$ cat src/rtl/raster_pkg.sv
// raster_pkg: shared constants and sequencer state type for the vertex pipeline.
// Provides screen-centre and apex constants, the cos fixed-point fraction width
// and the vert_seq state enum.
package raster_pkg;
  localparam int ANGLE_MAX = 359;
  localparam int CENTER_X = 320;
  localparam int CENTER_Y = 240;
  localparam int APEX_Y = 120;
  localparam int COS_FRAC = 10;
  typedef enum logic [2:0] {IDLE, FETCH, MUL_B, MUL_C, DONE} vseq_state_t;
endpackage

$ cat src/rtl/smul_q10.sv
// smul_q10: combinational 9x12 signed multiply, result scaled down by the Q1.10 fraction.
// Ports: a (9-bit signed offset), b (12-bit signed Q1.10 cosine),
//        p (11-bit signed product[20:10], arithmetic floor).
module smul_q10
  import raster_pkg::*;
(
  input  logic signed [8:0]  a,
  input  logic signed [11:0] b,
  output logic signed [10:0] p
);
  logic signed [20:0] prod;
  assign prod = a * b;
  assign p = 11'(prod >>> COS_FRAC);
endmodule

$ cat src/rtl/vert_seq.sv
// vert_seq: frame-synchronous rotated-triangle vertex sequencer.
// Ports: clk_pix/rst_n clock and async active-low reset; frame_start vblank pulse;
//        y1/y2 vertex offsets; angle -> cos ROM address, cos <- Q1.10 cosine (1-cycle ROM);
//        ax/ay/bx/by/cx/cy vertex set; out_valid/out_ready handshake; busy; drop_cnt.
module vert_seq #(
  parameter int ANGLE_MAX = raster_pkg::ANGLE_MAX,
  parameter int FRAMES_PER_STEP = 1
) (
  input  logic              clk_pix,
  input  logic              rst_n,
  input  logic              frame_start,
  input  logic signed [8:0] y1,
  input  logic signed [8:0] y2,
  output logic [8:0]        angle,
  input  logic signed [11:0] cos,
  output logic [9:0]        ax,
  output logic [9:0]        ay,
  output logic [9:0]        bx,
  output logic [9:0]        by,
  output logic [9:0]        cx,
  output logic [9:0]        cy,
  output logic              out_valid,
  input  logic              out_ready,
  output logic              busy,
  output logic [7:0]        drop_cnt
);
  import raster_pkg::*;
  vseq_state_t state_q, state_d;
  logic pend_q, pend_d;
  logic [8:0] angle_q, angle_d;
  logic [7:0] fcnt_q, fcnt_d;
  logic [7:0] drop_q, drop_d;
  logic signed [8:0] y1_q, y1_d, y2_q, y2_d;
  logic [9:0] bx_q, bx_d, by_q, by_d, cx_q, cx_d, cy_q, cy_d;
  logic valid_q, valid_d, busy_q, busy_d;
  logic accept, start, in_busy;
  logic signed [8:0] y_sel;
  logic signed [11:0] c_sel;
  logic signed [10:0] x;
  // One multiplier: MUL_C reuses it with y2 and the negated cosine.
  assign y_sel = (state_q == MUL_C) ? y2_q : y1_q;
  assign c_sel = (state_q == MUL_C) ? -cos : cos;
  smul_q10 u_mul (.a(y_sel), .b(c_sel), .p(x));
  always_comb begin
    in_busy = state_q != IDLE;
    accept = state_q == DONE && out_ready;
    // A new computation starts from IDLE or straight out of an accept.
    start = (!in_busy || accept) && (frame_start || pend_q);
    y1_d = start ? y1 : y1_q;
    y2_d = start ? y2 : y2_q;
    // On accept the old pending request is consumed; a coincident pulse re-arms it.
    pend_d = !in_busy ? 1'b0 : accept ? (pend_q && frame_start) : (pend_q || frame_start);
    drop_d = (in_busy && !accept && frame_start && pend_q && drop_q != 8'hFF) ? drop_q + 8'd1 : drop_q;
    fcnt_d = !accept ? fcnt_q : (fcnt_q == 8'(FRAMES_PER_STEP - 1)) ? 8'd0 : fcnt_q + 8'd1;
    angle_d = (accept && fcnt_q == 8'(FRAMES_PER_STEP - 1)) ?
              ((angle_q == 9'(ANGLE_MAX)) ? 9'd0 : angle_q + 9'd1) : angle_q;
    bx_d = (state_q == MUL_B) ? 10'(CENTER_X + int'(x)) : bx_q;
    by_d = (state_q == MUL_B) ? 10'(CENTER_Y + int'(y1_q)) : by_q;
    cx_d = (state_q == MUL_C) ? 10'(CENTER_X + int'(x)) : cx_q;
    cy_d = (state_q == MUL_C) ? 10'(CENTER_Y + int'(y2_q)) : cy_q;
    state_d = state_q;
    case (state_q)
      IDLE:    state_d = start ? FETCH : IDLE;
      FETCH:   state_d = MUL_B;
      MUL_B:   state_d = MUL_C;
      MUL_C:   state_d = DONE;
      DONE:    state_d = accept ? (start ? FETCH : IDLE) : DONE;
      default: state_d = IDLE;
    endcase
    valid_d = state_d == DONE;
    busy_d = state_d != IDLE;
  end
  always_ff @(posedge clk_pix or negedge rst_n) begin
    if (!rst_n) begin
      state_q <= IDLE;
      pend_q <= 1'b0;
      angle_q <= '0;
      fcnt_q <= '0;
      drop_q <= '0;
      y1_q <= '0;
      y2_q <= '0;
      bx_q <= '0;
      by_q <= '0;
      cx_q <= '0;
      cy_q <= '0;
      valid_q <= 1'b0;
      busy_q <= 1'b0;
    end else begin
      state_q <= state_d;
      pend_q <= pend_d;
      angle_q <= angle_d;
      fcnt_q <= fcnt_d;
      drop_q <= drop_d;
      y1_q <= y1_d;
      y2_q <= y2_d;
      bx_q <= bx_d;
      by_q <= by_d;
      cx_q <= cx_d;
      cy_q <= cy_d;
      valid_q <= valid_d;
      busy_q <= busy_d;
    end
  end
  assign angle = angle_q;
  assign ax = 10'(CENTER_X);
  assign ay = 10'(APEX_Y);
  assign bx = bx_q;
  assign by = by_q;
  assign cx = cx_q;
  assign cy = cy_q;
  assign out_valid = valid_q;
  assign busy = busy_q;
  assign drop_cnt = drop_q;
endmodule

$ cat config.mk
export PLATFORM = sky130hd
export DESIGN_NAME = vert_seq
export DESIGN_NICKNAME = d
export VERILOG_FILES = /design/src/rtl/raster_pkg.sv /design/src/rtl/smul_q10.sv /design/src/rtl/vert_seq.sv
export SDC_FILE = /design/constraint.sdc
export NUM_CORES = 1
export LEC_CHECK = 0
export ABC_AREA = 0
export CAP_MARGIN = 30
export CORE_ASPECT_RATIO = 0.7
export CORE_UTILIZATION = 47
export CTS_BUF_LIST = sky130_fd_sc_hd__clkbuf_4 sky130_fd_sc_hd__clkbuf_8
export DETAILED_ROUTE_END_ITERATION = 10
export PLACE_DENSITY = 0.77
export SLEW_MARGIN = 30
export SYNTH_ARGS = -nofsm -noshare
export SYNTH_HDL_FRONTEND = slang
export SYNTH_SLANG_ARGS = --single-unit
$ cat constraint.sdc
create_clock -name clk_pix -period 7.35 [get_ports clk_pix]
set_input_delay 1.1025 -clock clk_pix [delete_from_list [all_inputs] [get_ports clk_pix]]
set_output_delay 1.1025 -clock clk_pix [all_outputs]
set_load 0.005 [all_outputs]
### Yosys cells after proc, flatten, opt, wreduce, memory -nomap -nowiden

Index checks and enable logic that the tools add are counted.

| cells by class | value |
|---|---|
| mux-type cells | 9 |
| multiply operators | 1 |
| add/subtract/negate cells | 7 |
| eq/ne operators | 7 |
| reduce and logical (&&, ||, !) cells | 16 |

Operators by type and width:

| operator | number |
|---|---|
| $add A9 B9 Y10 const A | 2 |
| $mul A9 B12 Y20 | 1 |
| $mux W9 | 2 |
| $add A8 B1 Y8 const B | 2 |
| $pmux W3 S5 | 1 |
| $mux W12 | 1 |
| $neg A12 Y12 | 1 |
| $add A10 B10 Y10 const A | 1 |
| $add A9 B1 Y9 const B | 1 |
| $eq A9 B9 Y1 const B | 1 |
| $logic_and A1 B1 Y1 | 8 |
| $logic_not A8 Y1 | 1 |
| $mux W8 | 1 |
| $ne A8 B8 Y1 const B | 1 |
| $eq A3 B2 Y1 const B | 2 |
| $eq A3 B3 Y1 const B | 2 |
| $reduce_bool A3 Y1 | 2 |
| $eq A3 B1 Y1 const B | 1 |
| $logic_not A3 Y1 | 1 |
| $mux W1 | 3 |
| $mux W3 | 1 |
| $logic_not A1 Y1 | 2 |
| $logic_or A1 B1 Y1 | 2 |

| storage, ports and cells | value |
|---|---|
| input port bits | 34 |
| register bits after elaboration | 89 |
| logic and storage cells | 53 |

### Longest topological paths before layout

| depth | value |
|---|---|
| word-level depth | 8 |
| mapped depth | 30 |

### Cells and area by module

From an unflattened synthesis, not the netlist that was laid out.

| second synthesis, totals | value |
|---|---|
| cells, all modules | 845 |
| area total of the unflattened synthesis | 7950.1 µm² |

By module, submodules not included:

| module | instances | cells an instance | area an instance (µm²) | seq. area each (µm²) |
|---|---|---|---|---|
| vert_seq | 1 | 443 | 4290.4 | 2227.1 |
| smul_q10 | 1 | 402 | 3659.8 | 0.0 |

### Least setup slack after synthesis

Ideal clock, no wire load.

| path | value |
|---|---|
| path kind | input to register |
| start point | input cos[4] |
| end point | register bx_q[9] (netlist: bx[9]) |
| library setup time | 0.095 ns |
| arrival time | 6.950 ns |
| slack | 0.305 ns |
| cell stages on the path | 22 |
| path through | nor3_1 -> nand3_1 -> o41ai_1 -> xnor2_1 -> nand2_1 -> fa_1 -> inv_1 -> fa_1 -> fa_1 -> inv_1 -> fa_1 -> inv_1 -> ha_1 -> ha_1 -> a21o_1 -> a21o_1 -> and2_4 -> nor3_4 -> nor2_1 -> or4b_4 -> and4_4 -> o31ai_1 |

| between the ends | value |
|---|---|
| word-level cells in the longest chain between the ends | 4 |

RTL lines:

| item | line | RTL |
|---|---|---|
| start, declared | vert_seq.sv:15 | `input logic signed [11:0] cos,` |
| $neg A12 Y12 | vert_seq.sv:42 | `assign c_sel = (state_q == MUL_C) ? -cos : cos;` |
| $mux W12 (*) | vert_seq.sv:42 |  |
| $mul A9 B12 Y20 (*) | smul_q10.sv:12 | `assign prod = a * b;` |
| $add A10 B10 Y10 (*) | vert_seq.sv:57 | `bx_d = (state_q == MUL_B) ? 10'(CENTER_X + int'(x)) : bx_q;` |
| end signal, assigned | vert_seq.sv:82 | `bx_q <= '0;` |
| end signal, assigned | vert_seq.sv:96 | `bx_q <= bx_d;` |
| end, declared | vert_seq.sv:34 | `logic [9:0] bx_q, bx_d, by_q, by_d, cx_q, cx_d, cy_q, cy_d;` |

Mark *: on every way between the ends. The rest lies on a longest branch, timed or not.
A chain may end at the register's enable or synchronous reset.

### Final worst setup path

| path | value |
|---|---|
| start point | input cos[6] |
| end point | register bx_q[9] (netlist: bx[9]) |

Same word-level chain as after synthesis.

==> metrics.cfg <==
[cts]
path_clk_slew_ps = 80
root_buffer = clkbuf_8
clk_latency_ps = 360
cts_max_path_buffers = 2
cts_buffers = 9
cts_tree = built
hold_buffers = 0
htree_levels = 3
cts_sinks = 89

[run_status]
status = finished clean

[layout]
fillers = 1317
drive_gt1_frac = 0.1451
multi_input_area_um2 = 5135
final_area_um2 = 9658
num_antenna_cells = 0
seqCellArea_um2 = 2227
area_growth_pct = 25.13
final_nets = 1132

[logic_synthesis]
synth_fa_ha_area_frac = 0.2960
async_flop_share = 1.000
synthXorXnorAreaFrac = 0.06808
synth_top_family_by_area = adder cells
synthMuxAreaShare = 0.03582
synth-compound-area-share = 0.06516
syn_avg_cell_area_um2 = 9.402
yosys.area.top_type = dfrtp_1
yosysSeqAreaShare = 0.2885
synthTopCellsByCount = nand2_1, inv_1, dfrtp_1, fa_1, nor2_1
ys_types = 51
netlist_area_um2 = 7719
synth_area_leaders = dfrtp_1, fa_1, nand2_1
yosysMostFrequentCell = nand2_1
synth.ff_latch_count = 89
synth_flop_cell = dfrtp_1
postSynthCellCount = 821
synth_edf_count = 0
synth_top_area_frac = 0.2885
synth_warnings = 0
synthSimpleGateAreaFrac = 0.1637

[global_routing]
grt-ovfl-total = 0
grt_pass1_vias = 5857
grt_max_degree = 70
grt_first_pass_wirelength_um = 29940
grtUsageTotal = 0.2290
grt_antenna_before_repair = 0

[setup_path]
critPathTopFamily = adder cells
cp_max_fo = 7
cp-end-kind = flop
critPathLaunchType = input pin
cp_num_buf_inv = 7
required_ps = 7610
worst_path_max_delay_cell = fa_1
slowest_delay_ps = 550
path_class = input pin to flop
cp_data_arrival_time_ps = 7420

[sta]
setup_violations = 0
min_period_ps = 7166
fin_crit_sh = 0.9749
worstMarginPinSlew_ps = 792.7
setup_tns_ps = 0
fmaxAchievable_mhz = 139.6
hold_viol = 0
skew_ps = 17.41
slew_headroom = 0.4715
maxSlewViolCount = 0

[detailed_routing]
wl_per_cell_um = 15.64
routed_wl_um = 18650
via_count = 6034
drc = 0
first_pass_iters = 6
detail-route-antenna-nets = 0
vias_per_cell = 5.062
drtIter0Drc = 392

[die]
die_area_um2 = 16950
rows = 38
initial_core_util = 0.4890
core_area_um2 = 15790
dieHeight_um = 109.2
ioPinCount = 113
die_w_um = 155.2

[placed_design]
dpl_cell_area_um2 = 9220
port_buffers = 92
dpl.hpwl_um = 14780
gp_congestion = 0.9298

[worst_hold_path]
holdCritPathClass = flop to flop

[run]
maxCapViolCount = 0

-- worst paths after layout --
kind | slack (ps) | startpoint | cells after the start | to
setup / recovery | 180 | cos[6] | 26 | bx[9]$_DFFE_PN0P_
max in group asynchronous | 5830 | rst_n | 2 | y2_q[2]$_DFFE_PN0P_
min in group asynchronous | 610 | rst_n | 1 | by[7]$_DFFE_PN0P_
hold reg to reg | 480 | bx[2]$_DFFE_PN0P_ | 2 | bx[2]$_DFFE_PN0P_
setup reg to reg | 730 | state_q[1]$_DFF_PN0_ | 24 | bx[9]$_DFFE_PN0P_
hold / removal | 480 | bx[2]$_DFFE_PN0P_ | 2 | bx[2]$_DFFE_PN0P_
-- state kept, by name (all words and copies together), names as in the netlist --
signal and count:
drop_cnt 8, cy 10, y1_q 9, y2_q 9, cx 10, by 10
busy 1, pend_q 1, bx 10, fcnt_q 8, state_q 3, out_valid 1
angle 9
-- worst register-to-register path, cell delays in order, from the launching register on --
cell and delay [ps]:
dfrtp_1 510, and3b_1 200, buf_4 300, o21ai_0 170
buf_4 170, xnor2_1 440, nand2_1 170, fa_1 540
inv_1 70, fa_1 480, fa_1 500, inv_1 60
fa_1 520, inv_1 40, ha_1 320, ha_4 280
nand2_1 80, nor2_2 160, nand3_2 130, a21oi_4 200
nor3_4 80, and3b_2 200, or4b_4 540, and4_4 210
o31ai_2 170
-- stage by stage --
stage	worst slack, ps	cells	util	hold WS, ps
floorplan	304.6	839	-	446.7
global placement	-154.6	1173	0.5838	460.6
detailed placement	-317.5	1173	0.5841	468.4
CTS	32.59	1189	0.5974	488.1
global route	-48.52	1192	0.6118	507.0
finish	184.4	1192	0.6118	480.3
-- per-layer routing --
layer | vias up | share of wire | track usage
li1 | 2857 | - | -
met1 | 2946 | 0.47 | 0.3348
met2 | 210 | 0.45 | 0.3578
met3 | 21 | 0.071 | 0.04571
met4 | 0 | 0.014 | 0.03922
met5 | - | 0 | 0
-- final cells by class --
type,instances,share of cell area
multi-input cells,604,0.5317
clock inverters,6,0.007514
well taps,220,0.02850
repair buffers,157,0.1463
flip-flops and latches,89,0.2306
clock buffers,10,0.01425
inverters,106,0.04120
-- kinds of logic (layout without fill, tap and decap cells) --
group / after synthesis / in the layout
AND/OR/NAND/NOR: 281 / 281
adder cells (fa/ha/maj): 131 / 131
XOR/XNOR: 60 / 60
buffers and inverters: 146 / 279
multiplexers: 25 / 25
AO/OA/AOI/OAI: 87 / 87
other: 2 / 20
flip-flops: 89 / 89
-- timing repair --
| item | 4_1_cts | 5_1_grt |
|---|---|---|
| gates resized for setup | 0 | 32 |
| setup endpoints to repair | 0 | 5 |
| buffers inserted | 0 | 3 |
-- cell usage in the layout (no fill, tap or decap), drive strengths merged, types with 5 or more instances in the layout --
cell type / count
a21o: 7
a21oi: 19
a31oi: 6
and2: 12
and3: 5
buf: 66
clkbuf: 10
clkdlybuf4s50: 90
conb: 20
dfrtp: 89
fa: 86
ha: 45
inv: 109
mux2: 21
nand2: 159
nand3: 16
nand4: 5
nor2: 53
nor3: 8
o21ai: 42
o31ai: 6
xnor2: 41
xor2: 19
Power is left out: the tool's default activity adds up to more than one toggle a clock period on the data nets, which glitch-free logic cannot reach.
==> RTL change (same settings) <==
Reset style: synchronous (`rst_n`), changed in one clocked block. Comments in the files are not updated.
--- a/src/rtl/vert_seq.sv
+++ b/src/rtl/vert_seq.sv
@@ -72,3 +72,3 @@
   end
-  always_ff @(posedge clk_pix or negedge rst_n) begin
+  always_ff @(posedge clk_pix) begin
     if (!rst_n) begin
Check against the original RTL: not equivalent (a bounded check fails within 4 cycles, from zero or initial values and one cycle with rst_n low; the reset may be asserted at any time).
==> RTL change against the unedited design <==
- sequential cell count stayed put
- synthesized cell count increased by 11%
- setup slack got worse by 0.030 ns
- cell area fell by 1.3%
- sequential share of layout area shrank 4.4 points
- area after synthesis decreased by 1.2%
- non-clock buffer count grew 18
- wire length rose by 9.7%
- critical path type unchanged
- largest cell class unchanged
- highest routed layer unchanged
Power is left out: it rests on default switching activity, and per cell area and clock period it moved more than threefold.
==> RTL change: results (changes against the unedited design) <==
mean number of vias per cell=5.23 (was 5.06); synth top area cells=dfxtp_1, fa_1, nand2_1, ha_1, inv_1 (was dfrtp_1, fa_1, nand2_1, ha_1, inv_1); Hold WS=0.459 ns (was 0.480 ns); DR vias=6,636 (was 6,034); Syn Area/Cell=8.36 µm² (was 9.40 µm²); wl on met1=9.45 mm (was 8.74 mm); register area=0.00178 mm² (was 0.00223 mm²); multi-input gates=684 (was 604); # clk buffers=13 (was 10); fraction of layout cells with a size suffix above 1=12.5% (was 14.5%); met3 WL=1.62 mm (was 1.33 mm); Fillers=1,350 (was 1,317); met3 Track Usage GR=4.97% (was 4.57%); placed insts=1,249 (was 1,173); R2R depth=26 (was 24); vias in the first global route=6,477 (was 5,857); Distinct cells, synth=52 (was 51); fin nets=1,230 (was 1,132); asr flop ratio synth=0% (was 100%); met2 Track Usage GR=40.5% (was 35.8%); Met2 Wirelength=9.14 mm (was 8.32 mm); pre-CTS setup slack=-0.452 ns (was -0.317 ns); sequential share of cell area=18.7% (was 23.1%); Hold Path End=cy[0]$_SDFFE_PN0N_ (was bx[2]$_DFFE_PN0P_); Avg WL per Cell=16.1 µm (was 15.6 µm); first-pass GRT wire length=33.2 mm (was 29.9 mm); Setup crit end=cx[8]$_SDFFE_PN0N_ (was bx[9]$_DFFE_PN0P_); 1st-iter DRT viols=549 (was 392); Worst R2R Start=state_q[1]$_SDFF_PN0_ (was state_q[1]$_DFF_PN0_); run status=complete, no violations (unchanged); router iterations before antenna repair=5 (was 6); ys flop type=dfxtp_1 (was dfrtp_1); Worst Min Path Start=cy[0]$_SDFFE_PN0N_ (was bx[2]$_DFFE_PN0P_); reg-to-reg slack, setup=0.47 ns (was 0.73 ns); Non-clock buffering overhead=16.2% (was 14.6%); Setup crit start=cos[3] (was cos[6]); GPL Wtd Cong=0.923 (was 0.930); dpl hpwl=16.3 mm (was 14.8 mm); sequential element share of the synthesized area=23.4% (was 28.9%); largest net degree at the start of global routing=63 (was 70); area occupied by multi-input gates=0.00536 mm² (was 0.00513 mm²); Non-CTS buffers=175 (was 157); GRT Overall Usage=25.6% (was 22.9%); critical-path maximum fanout=5 (was 7); fmax=0.139 GHz (was 0.140 GHz); Post-Place Cell Area=0.00918 mm² (was 0.00922 mm²); most frequent cells after synthesis=nand2_1, inv_1, dfxtp_1 (was nand2_1, inv_1, dfrtp_1)
## RTL change: cell count changes in the layout (fill, tap and decap cells not counted), sizes merged, moves of 30 or more
cell	delta
dfxtp	+89
nand2	+31
dfrtp	-89
nor2	+31
a21oi	+41
o21ai	-30
## RTL change: cell families after synthesis
logic type	synth area share, %
AND/OR/NAND/NOR	20.3
buffers and inverters	8.87
adder cells (fa/ha/maj)	29.9
AO/OA/AOI/OAI	9.23
flip-flops	23.4
XOR/XNOR	7.05
multiplexers	1.16
other	0.0984
## RTL change: critical path: cells and delay by family
family          cells  cell delay, ns
compound gates      6            1.30
xor+xnor            3            0.68
fa+ha+maj           7            2.83
buf+inv             3            0.72
simple gates        5            0.78
## RTL change: what timing repair did
action | CTS | global route
gates cloned | 0 | 0
pin swaps | 2 | 6
resized for setup | 3 | 24
setup buffers | 3 | 2
endpoints found under the setup margin | 2 | 8
